<file path="config.mk">
export PLATFORM = sky130hd
export DESIGN_NAME = fp_add_unit
export DESIGN_NICKNAME = d
export VERILOG_FILES = /design/src/rtl/fp_add_unit.sv
export SDC_FILE = /design/constraint.sdc
export NUM_CORES = 1
export LEC_CHECK = 0
export ABC_AREA = 1
export BUFFER_PORTS_ARGS = -buffer_cell sky130_fd_sc_hd__buf_2
export CAP_MARGIN = 20
export CORE_MARGIN = 4
export CORE_UTILIZATION = 50
export CTS_BUF_LIST = sky130_fd_sc_hd__clkbuf_4 sky130_fd_sc_hd__clkbuf_8
export DETAILED_ROUTE_END_ITERATION = 16
export HOLD_SLACK_MARGIN = 0.08
export PLACE_DENSITY = 0.68
export SLEW_MARGIN = 20
export SYNTH_ARGS = -nofsm -noshare
export SYNTH_HDL_FRONTEND = slang
export SYNTH_SLANG_ARGS = --single-unit
</file>
<file path="constraint.sdc">
create_clock -name clk -period 5.4 [get_ports clk]
set_input_delay 0.81 -clock clk [delete_from_list [all_inputs] [get_ports clk]]
set_output_delay 0.81 -clock clk [all_outputs]
set_load 0.02 [all_outputs]
</file>
<file path="src/rtl/fp_add_unit.sv">
// Multi-cycle floating-point add/subtract unit: IDLE -> ALIGN -> ADD -> NORM -> DONE.
// Truncating rounding, denormals flushed to zero, overflow saturates to infinity.
module fp_add_unit #(
  parameter int unsigned EXP_W = 8,
  parameter int unsigned MAN_W = 23
) (
  input  logic                 clk,
  input  logic                 reset,
  input  logic                 load,
  input  logic                 sub,
  input  logic [EXP_W+MAN_W:0] number1,
  input  logic [EXP_W+MAN_W:0] number2,
  output logic                 in_ready,
  output logic [EXP_W+MAN_W:0] result,
  output logic                 result_ready,
  input  logic                 result_ack,
  output logic                 overflow,
  output logic                 underflow
);

  localparam int unsigned W   = 1 + EXP_W + MAN_W;
  localparam int unsigned SW  = MAN_W + 2;
  localparam int unsigned EW  = EXP_W + 2;
  localparam int unsigned LZW = $clog2(MAN_W + 1);

  localparam logic [EXP_W-1:0] EXP_ONES  = '1;
  localparam logic [W-1:0]     CANON_NAN = {1'b0, EXP_ONES, 1'b1, {(MAN_W-1){1'b0}}};

  typedef enum logic [2:0] {StIdle, StAlign, StAdd, StNorm, StDone} state_e;

  state_e r_state, w_state_next;

  // Operand registers
  logic [W-1:0] r_a, r_b;
  logic         r_sub;

  // Aligned operands
  logic         r_special;
  logic [W-1:0] r_special_val;
  logic         r_sign;
  logic         r_eff_sub;
  logic [EXP_W-1:0] r_exp;
  logic [SW-1:0] r_big;
  logic [SW-1:0] r_small;

  // Raw sum
  logic [SW-1:0] r_sum;

  // Outputs
  logic [W-1:0] r_result;
  logic         r_result_ready;
  logic         r_overflow;
  logic         r_underflow;

  // ---------------------------------------------------------------------------
  // Operand decode (effective sign of b includes the subtract request)
  // ---------------------------------------------------------------------------
  logic             w_a_sign, w_b_sign;
  logic [EXP_W-1:0] w_a_exp, w_b_exp;
  logic [MAN_W-1:0] w_a_man, w_b_man;
  logic             w_a_zero, w_b_zero, w_a_nan, w_b_nan, w_a_inf, w_b_inf;

  assign w_a_sign = r_a[W-1];
  assign w_a_exp  = r_a[W-2:MAN_W];
  assign w_a_man  = r_a[MAN_W-1:0];
  assign w_b_sign = r_b[W-1] ^ r_sub;
  assign w_b_exp  = r_b[W-2:MAN_W];
  assign w_b_man  = r_b[MAN_W-1:0];

  assign w_a_zero = (w_a_exp == '0);
  assign w_b_zero = (w_b_exp == '0);
  assign w_a_nan  = (w_a_exp == EXP_ONES) && (w_a_man != '0);
  assign w_b_nan  = (w_b_exp == EXP_ONES) && (w_b_man != '0);
  assign w_a_inf  = (w_a_exp == EXP_ONES) && (w_a_man == '0);
  assign w_b_inf  = (w_b_exp == EXP_ONES) && (w_b_man == '0);

  // NaN, infinity and zero operands bypass the arithmetic path entirely.
  logic         w_special;
  logic [W-1:0] w_special_val;

  always_comb begin
    w_special     = 1'b1;
    w_special_val = '0;
    if (w_a_nan || w_b_nan || (w_a_inf && w_b_inf && (w_a_sign != w_b_sign))) begin
      w_special_val = CANON_NAN;
    end else if (w_a_inf) begin
      w_special_val = r_a;
    end else if (w_b_inf) begin
      w_special_val = {w_b_sign, w_b_exp, w_b_man};
    end else if (w_a_zero && w_b_zero) begin
      w_special_val = {w_a_sign & w_b_sign, {(W-1){1'b0}}};
    end else if (w_a_zero) begin
      w_special_val = {w_b_sign, w_b_exp, w_b_man};
    end else if (w_b_zero) begin
      w_special_val = r_a;
    end else begin
      w_special = 1'b0;
    end
  end

  // ---------------------------------------------------------------------------
  // Alignment: larger magnitude first, smaller significand shifted right
  // ---------------------------------------------------------------------------
  logic             w_a_ge;
  logic             w_big_sign;
  logic [EXP_W-1:0] w_big_exp, w_small_exp, w_exp_diff;
  logic [MAN_W-1:0] w_big_man, w_small_man;
  logic [SW-1:0]    w_small_sig, w_small_shift;

  assign w_a_ge = ({w_a_exp, w_a_man} >= {w_b_exp, w_b_man});

  always_comb begin
    if (w_a_ge) begin
      w_big_sign  = w_a_sign;
      w_big_exp   = w_a_exp;
      w_big_man   = w_a_man;
      w_small_exp = w_b_exp;
      w_small_man = w_b_man;
    end else begin
      w_big_sign  = w_b_sign;
      w_big_exp   = w_b_exp;
      w_big_man   = w_b_man;
      w_small_exp = w_a_exp;
      w_small_man = w_a_man;
    end
  end

  assign w_exp_diff    = w_big_exp - w_small_exp;
  assign w_small_sig   = {2'b01, w_small_man};
  assign w_small_shift = (32'(w_exp_diff) >= SW) ? '0 : (w_small_sig >> w_exp_diff);

  // ---------------------------------------------------------------------------
  // Significand add / subtract (big >= small, so subtraction never wraps)
  // ---------------------------------------------------------------------------
  logic [SW-1:0] w_sum;

  always_comb begin
    if (r_eff_sub) w_sum = r_big - r_small;
    else           w_sum = r_big + r_small;
  end

  // ---------------------------------------------------------------------------
  // Normalisation and packing
  // ---------------------------------------------------------------------------
  logic [LZW-1:0]   w_lead_pos, w_lz;
  logic [EW-1:0]    w_exp_ext, w_norm_exp;
  logic [MAN_W-1:0] w_norm_man;
  logic             w_norm_low, w_norm_high;

  always_comb begin
    w_lead_pos = '0;
    for (int unsigned i = 0; i <= MAN_W; i++) begin
      if (r_sum[i]) w_lead_pos = LZW'(i);
    end
  end

  assign w_lz      = LZW'(MAN_W) - w_lead_pos;
  assign w_exp_ext = EW'(r_exp);

  // The leading one shifts out of the fraction field, leaving just the stored bits.
  always_comb begin
    if (r_sum[SW-1]) begin
      w_norm_man = r_sum[MAN_W:1];
      w_norm_exp = w_exp_ext + EW'(1);
    end else begin
      w_norm_man = r_sum[MAN_W-1:0] << w_lz;
      w_norm_exp = w_exp_ext - EW'(w_lz);
    end
  end

  assign w_norm_low  = w_norm_exp[EW-1] || (w_norm_exp == '0);
  assign w_norm_high = !w_norm_exp[EW-1] && (w_norm_exp >= EW'(EXP_ONES));

  logic [W-1:0] w_pack;
  logic         w_pack_ovf, w_pack_unf;

  always_comb begin
    w_pack     = '0;
    w_pack_ovf = 1'b0;
    w_pack_unf = 1'b0;
    if (r_special) begin
      w_pack = r_special_val;
    end else if (r_sum == '0) begin
      w_pack = '0;
    end else if (w_norm_low) begin
      w_pack     = {r_sign, {(W-1){1'b0}}};
      w_pack_unf = 1'b1;
    end else if (w_norm_high) begin
      w_pack     = {r_sign, EXP_ONES, {MAN_W{1'b0}}};
      w_pack_ovf = 1'b1;
    end else begin
      w_pack = {r_sign, w_norm_exp[EXP_W-1:0], w_norm_man};
    end
  end

  // ---------------------------------------------------------------------------
  // FSM
  // ---------------------------------------------------------------------------
  always_ff @(posedge clk) begin
    if (reset) r_state <= StIdle;
    else       r_state <= w_state_next;
  end

  always_comb begin
    w_state_next = r_state;
    unique case (r_state)
      StIdle:  if (load) w_state_next = StAlign;
      StAlign: w_state_next = StAdd;
      StAdd:   w_state_next = StNorm;
      StNorm:  w_state_next = StDone;
      StDone:  if (result_ack) w_state_next = StIdle;
      default: w_state_next = StIdle;
    endcase
  end

  // ---------------------------------------------------------------------------
  // Datapath registers
  // ---------------------------------------------------------------------------
  always_ff @(posedge clk) begin
    if (reset) begin
      r_a            <= '0;
      r_b            <= '0;
      r_sub          <= 1'b0;
      r_special      <= 1'b0;
      r_special_val  <= '0;
      r_sign         <= 1'b0;
      r_eff_sub      <= 1'b0;
      r_exp          <= '0;
      r_big          <= '0;
      r_small        <= '0;
      r_sum          <= '0;
      r_result       <= '0;
      r_result_ready <= 1'b0;
      r_overflow     <= 1'b0;
      r_underflow    <= 1'b0;
    end else begin
      unique case (r_state)
        StIdle: begin
          if (load) begin
            r_a   <= number1;
            r_b   <= number2;
            r_sub <= sub;
          end
        end
        StAlign: begin
          r_special     <= w_special;
          r_special_val <= w_special_val;
          r_sign        <= w_big_sign;
          r_eff_sub     <= w_a_sign ^ w_b_sign;
          r_exp         <= w_big_exp;
          r_big         <= {2'b01, w_big_man};
          r_small       <= w_small_shift;
        end
        StAdd: begin
          r_sum <= w_sum;
        end
        StNorm: begin
          r_result       <= w_pack;
          r_overflow     <= w_pack_ovf;
          r_underflow    <= w_pack_unf;
          r_result_ready <= 1'b1;
        end
        StDone: begin
          if (result_ack) begin
            r_result_ready <= 1'b0;
            r_overflow     <= 1'b0;
            r_underflow    <= 1'b0;
          end
        end
        default: ;
      endcase
    end
  end

  assign in_ready     = (r_state == StIdle);
  assign result       = r_result;
  assign result_ready = r_result_ready;
  assign overflow     = r_overflow;
  assign underflow    = r_underflow;

endmodule

</file>
# Word level (Yosys, flattened, before mapping)
# Cells that the tools add are included.
[word_totals]
reg_bits = 220
in_bits = 69
[classes]
add_sub_neg = 6
n_lt_le_gt_ge = 3
n_eq_ne = 9
shifts = 2
mux = 62
n_bitwise = 3
n_reduce_logical = 25
[op_table]
columns = ["operator", "count"]
rows = [
  ["32-bit two-way mux", 8],
  ["5-bit two-way mux", 22],
  ["23-bit two-way mux", 3],
  ["31-bit two-way mux", 2],
  ["25-bit two-way mux", 2],
  ["23-bit zero test", 2],
  ["23-bit nonzero test", 2],
  ["31-bit greater-or-equal comparator", 1],
  ["24-bit by 25-bit adder with 25-bit output", 1],
  ["25-bit zero test", 1],
  ["24-bit by 8-bit right shift with 25-bit output", 1],
  ["24-bit by 25-bit subtractor with 25-bit output", 1],
  ["23-bit by 5-bit left shift with 23-bit output", 1],
  ["8-bit == test, second input constant", 2],
  ["8-bit zero test", 2],
  ["1-bit two-way mux", 16],
  ["8-bit two-way mux", 2],
  ["3-bit case mux with 5 select lines", 1],
  ["10-bit by 8-bit greater-or-equal comparator with 1-bit output, second input constant", 1],
  ["10-bit zero test", 1],
  ["10-bit two-way mux", 1],
  ["8-bit by 1-bit adder with 9-bit output, second input constant", 1],
  ["8-bit by 5-bit subtractor with 9-bit output", 1],
  ["8-bit by 5-bit greater-or-equal comparator with 1-bit output, second input constant", 1],
  ["17 further kinds", 34],
]

# Longest topological paths before layout
[logic_depth]
ltp_word = 33
ltp_mapped = 43
depth_no_buf = 41

# Worst setup path before layout
# OpenSTA, ideal clock, no wires.
[synth_timing]
path_type = "register to register"
from = "register r_sum[2]"
to = "register r_result[14], in the netlist result[14]"
setup_time_ps = 70
arrival_ps = 4308
setup_slack_ps = 1023
path_stages_with_launch = 42
n_path_buf = 2
synth_period_minus_slack_ps = 4377
cell_sequence = "dfxtp_1 inv_1 nand2_1 nand2_1 nand2_1 nand2_1 nand2_1 nand2_1 nand2_1 nand2_1 nand2_1 nand2_1 nand2_1 nand2_1 nand2_1 nand2_1 nand2_1 nand2_1 [... 6 more ...] ha_1 inv_1 fa_1 a21oi_1 o21bai_1 inv_1 nor2_1 o21ai_0 xor2_1 o41ai_1 nand2_1 inv_1 nor2_1 clkinv_1 buf_2 a21oi_1 o21ai_0 a21oi_1"
[synth_between]
elab_chain_len = 31
elab_cells_between_ends = 37
cone_classes = "add/sub: 2; order compare: 1; shift: 1; mux: 28; reduce/logical: 5"
[synth_lines]
columns = ["item", "line_no", "source"]
rows = [
  ["start, declared", "47", "logic [SW-1:0] r_sum;"],
  ["start signal, assigned", "255", "r_sum <= w_sum;"],
  ["5-bit two-way mux (22 in series)", "153", "if (r_sum[i]) w_lead_pos = LZW'(i);"],
  ["5-bit subtractor", "157", "assign w_lz = LZW'(MAN_W) - w_lead_pos;"],
  ["8-bit by 5-bit subtractor with 9-bit output", "167", "w_norm_exp = w_exp_ext - EW'(w_lz);"],
  ["10-bit two-way mux", "162", "if (r_sum[SW-1]) begin"],
  ["10-bit by 8-bit greater-or-equal comparator with 1-bit output or 1-bit zero test (tied branches)", "172", "assign w_norm_high = !w_norm_exp[EW-1] && (w_norm_exp >= EW'(EXP_ONES));"],
  ["1-bit logical AND", "172", ""],
  ["31-bit two-way mux", "188", "end else if (w_norm_high) begin"],
  ["31-bit two-way mux", "185", "end else if (w_norm_low) begin"],
  ["32-bit two-way mux *", "183", "end else if (r_sum == '0) begin"],
  ["32-bit two-way mux *", "181", "if (r_special) begin"],
  ["end signal, assigned", "258", "r_result <= w_pack;"],
  ["end, declared", "50", "logic [W-1:0] r_result;"],
]
# Mark *: on every way between the ends. The rest lies on a longest branch, timed or not.
# A chain may end at the register's enable or synchronous reset.

# Worst setup path in the final report
# Ends and elaborated chain as after synthesis.

==> results.ini <==
[status]
status=completed

[placement]
io_buffers=104
dp_hpwl_um=38880
routabilityCongestion=0.9870
pre_cts_ws_ns=0.6055
place_inst=2670
post_dp_cell_area_um2=15400

[worst_setup_path]
critical_path.max_fanout=25
crit_slowest_cell=dfxtp_1
cp-start-kind=flop
cp-end-kind=flop
cp_slowest_stage_delay_ns=0.40
cpMostUsedCell=nand2_1
cp.required_ns=5.83
r2r_slack_ns=0.61
setup.worst_path.class=reg -> reg
worstPathArrival_ns=5.22

[yosys]
synth_edf_count=0
syn_inst=2289
synth_adder_area_share_pct=5.790
muxShareOfSynthArea_pct=0
ys_async_sr_fraction_pct=0
synthSimpleGateAreaFrac_pct=28.79
ys_warn_count=0
synth_xor_area_share_pct=3.319
synth.avg_cell_area_um2=6.439
syn_area_um2=14740
synth-compound-area-share_pct=22.71
synth.distinct_cells=50
ys.flop_type=dfxtp_1
synth_top_family_by_area=simple AND/OR/NAND/NOR gates
syn-num-nets=2425
yosysSeqAreaShare_pct=29.75
ys_ff_latch=219

[worst_hold_path]
hold_class=reg -> reg

[timing]
final.min_clock_period_ns=4.790
hold_viol=0
fin_crit_sh_pct=88.70
rsz0062_at_grt=no
final_max_slew_viol_count=0
setup_violations=0
maxSlewHeadroom_pct=37.89
tns_ns=0
hold-worst-slack_ns=0.4617
finalWorstSetupSlack_ns=0.6104
timing.fmax_mhz=208.8
skew_ns=0.04262
worst_slew_pin_slew_ns=0.9259

[clock_network]
post-cts-setup-buffers=0
cts_sinks=219
h-tree-depth=2
cts.reportedPaths.clkPinSlew_ns=0.07
cts_buffers=41
tritoncts=done
cts_buffer_depth=3
cts-root-buf=clkbuf_8
clk_latency_ns=0.56

[route]
routed_wl_um=51520
vias=16020
wl_per_cell_um=18.79
vias_per_cell=5.841
first_pass_iters=6
ant_nets=0
drc=0
drt_iter0_markers=1890

[floorplan]
die_area_um2=32290
io_pins=105
die_x_um=179.7
core_area_um2=28860
rows=62
die_height_um=179.7
initial_utilization_pct=51.07

[grt]
grt_overflow=0
grt_max_degree=92
grt_pass1_vias=14480
antenna_found_initial=0
grt_usage_pct=30.14
grt_pass1_wl_um=80070

[final_layout]
final_nets=2466
syn2layout_area_growth_pct=10.43
fillerInstances=2937
fin_area_um2=16280
drive_gt1_share_pct=10.60
multi_input_area_um2=8945
post-route-util_pct=56.40
area.sequential_um2=4384
num_antenna_cells=0
fin_cells=2742

[pwr]
p_leak_nw=7.369
power_mw=7.616
power_density_nw_per_um2=468.0
ir_worst_vdd_mv=0.1812

[run]
maxCapViolCount=0

==> cell families (layout without fill, tap and decap cells) <==
kind of cell	Yosys count	in the layout
buf+inv	364	433
xor+xnor	55	55
simple gates	946	946
flops	219	219
fa+ha+maj	67	67
compound gates	638	638
==> cell usage in the layout (no fill, tap or decap), drive strengths merged, types with 19 or more instances in the layout <==
cell      n
nand2   506
a21oi   341
o21ai   233
nand3   227
inv     225
dfxtp   219
buf     132
nor2     92
nand4    77
ha       65
clkbuf   63
xor2     34
o22ai    24
xnor2    21
nor3     19
==> critical path, delay by kind of cell (launching register included) <==
family,cells,cell delay [ns]
AOI/OAI and AO/OA,7,0.96
xor gates and xnor gates,1,0.26
adders and majority gates,1,0.20
DFF,1,0.40
and+or+nand+nor,28,1.90
buffers and inverters,6,0.96
==> worst paths after layout <==
path | end | startpoint | cells past startpoint
setup reg to reg | result[14] | r_sum[2] | 43
hold / removal | result_ready | result_ready | 2
hold reg to reg | result_ready | result_ready | 2
setup / recovery | result[14] | r_sum[2] | 43
==> cell usage after synthesis (all sizes together), types with 2 or more instances <==
cell / instances / area (um2)
o22ai: 24 / 150.1
o211ai: 10 / 75.07
clkbuf: 110 / 412.9
nor4: 15 / 108.9
o21ai: 233 / 1166
or2: 5 / 31.28
a21oi: 341 / 1725
o21a: 2 / 15.01
nand3b: 2 / 15.01
inv: 223 / 837.1
o31ai: 3 / 22.52
nor2: 92 / 355.3
nor3: 19 / 105.1
o221ai: 2 / 17.52
clkinv: 6 / 22.52
a2bb2oi: 3 / 26.28
ha: 65 / 813.3
xnor2: 21 / 183.9
nand3: 227 / 1181
a31oi: 6 / 37.54
nand2: 506 / 1944
a21o: 3 / 22.52
xor2: 34 / 305.3
buf: 25 / 148.9
fa: 2 / 40.04
nand4: 77 / 481.7
a221oi: 4 / 35.03
o21bai: 5 / 37.54
dfxtp: 219 / 4384
==> where the power goes <==
group / switching (mW) / internal, mW
Clock: 0.728 / 0.948
Combinational: 2.80 / 1.27
Sequential: 0.128 / 1.74
Total: 3.65 / 3.96
==> sequential cells by signal (all words and copies together), names as in the netlist, 3 cells and up <==
register       flops
r_a               32
r_b               32
r_big             24
r_exp              8
r_small           24
r_special_val     32
r_state            3
r_sum             25
result            32
==> final cells by class <==
class / count / area share, %
Clock buffer: 63 / 4.905
Clock inverter: 8 / 0.3921
Inverter: 229 / 5.304
Multi-Input combinational cell: 1706 / 54.96
Sequential cell: 219 / 26.94
Tap cell: 384 / 2.952
Timing Repair Buffer: 132 / 4.505
Timing Repair inverter: 1 / 0.04613
==> per-layer routing <==
layer | routed length (um) | track usage [%]
met1 | 23120 | 42.21
met2 | 22520 | 47.00
met3 | 3590 | 4.466
met4 | 2286 | 11.73
met5 | 0 | 0
==> timing repair <==
action,4_1_cts,5_1_grt
hold buffers,0,0
setup endpoints to repair,0,17
resized for setup,0,2
(Power assumes the default switching activity.)
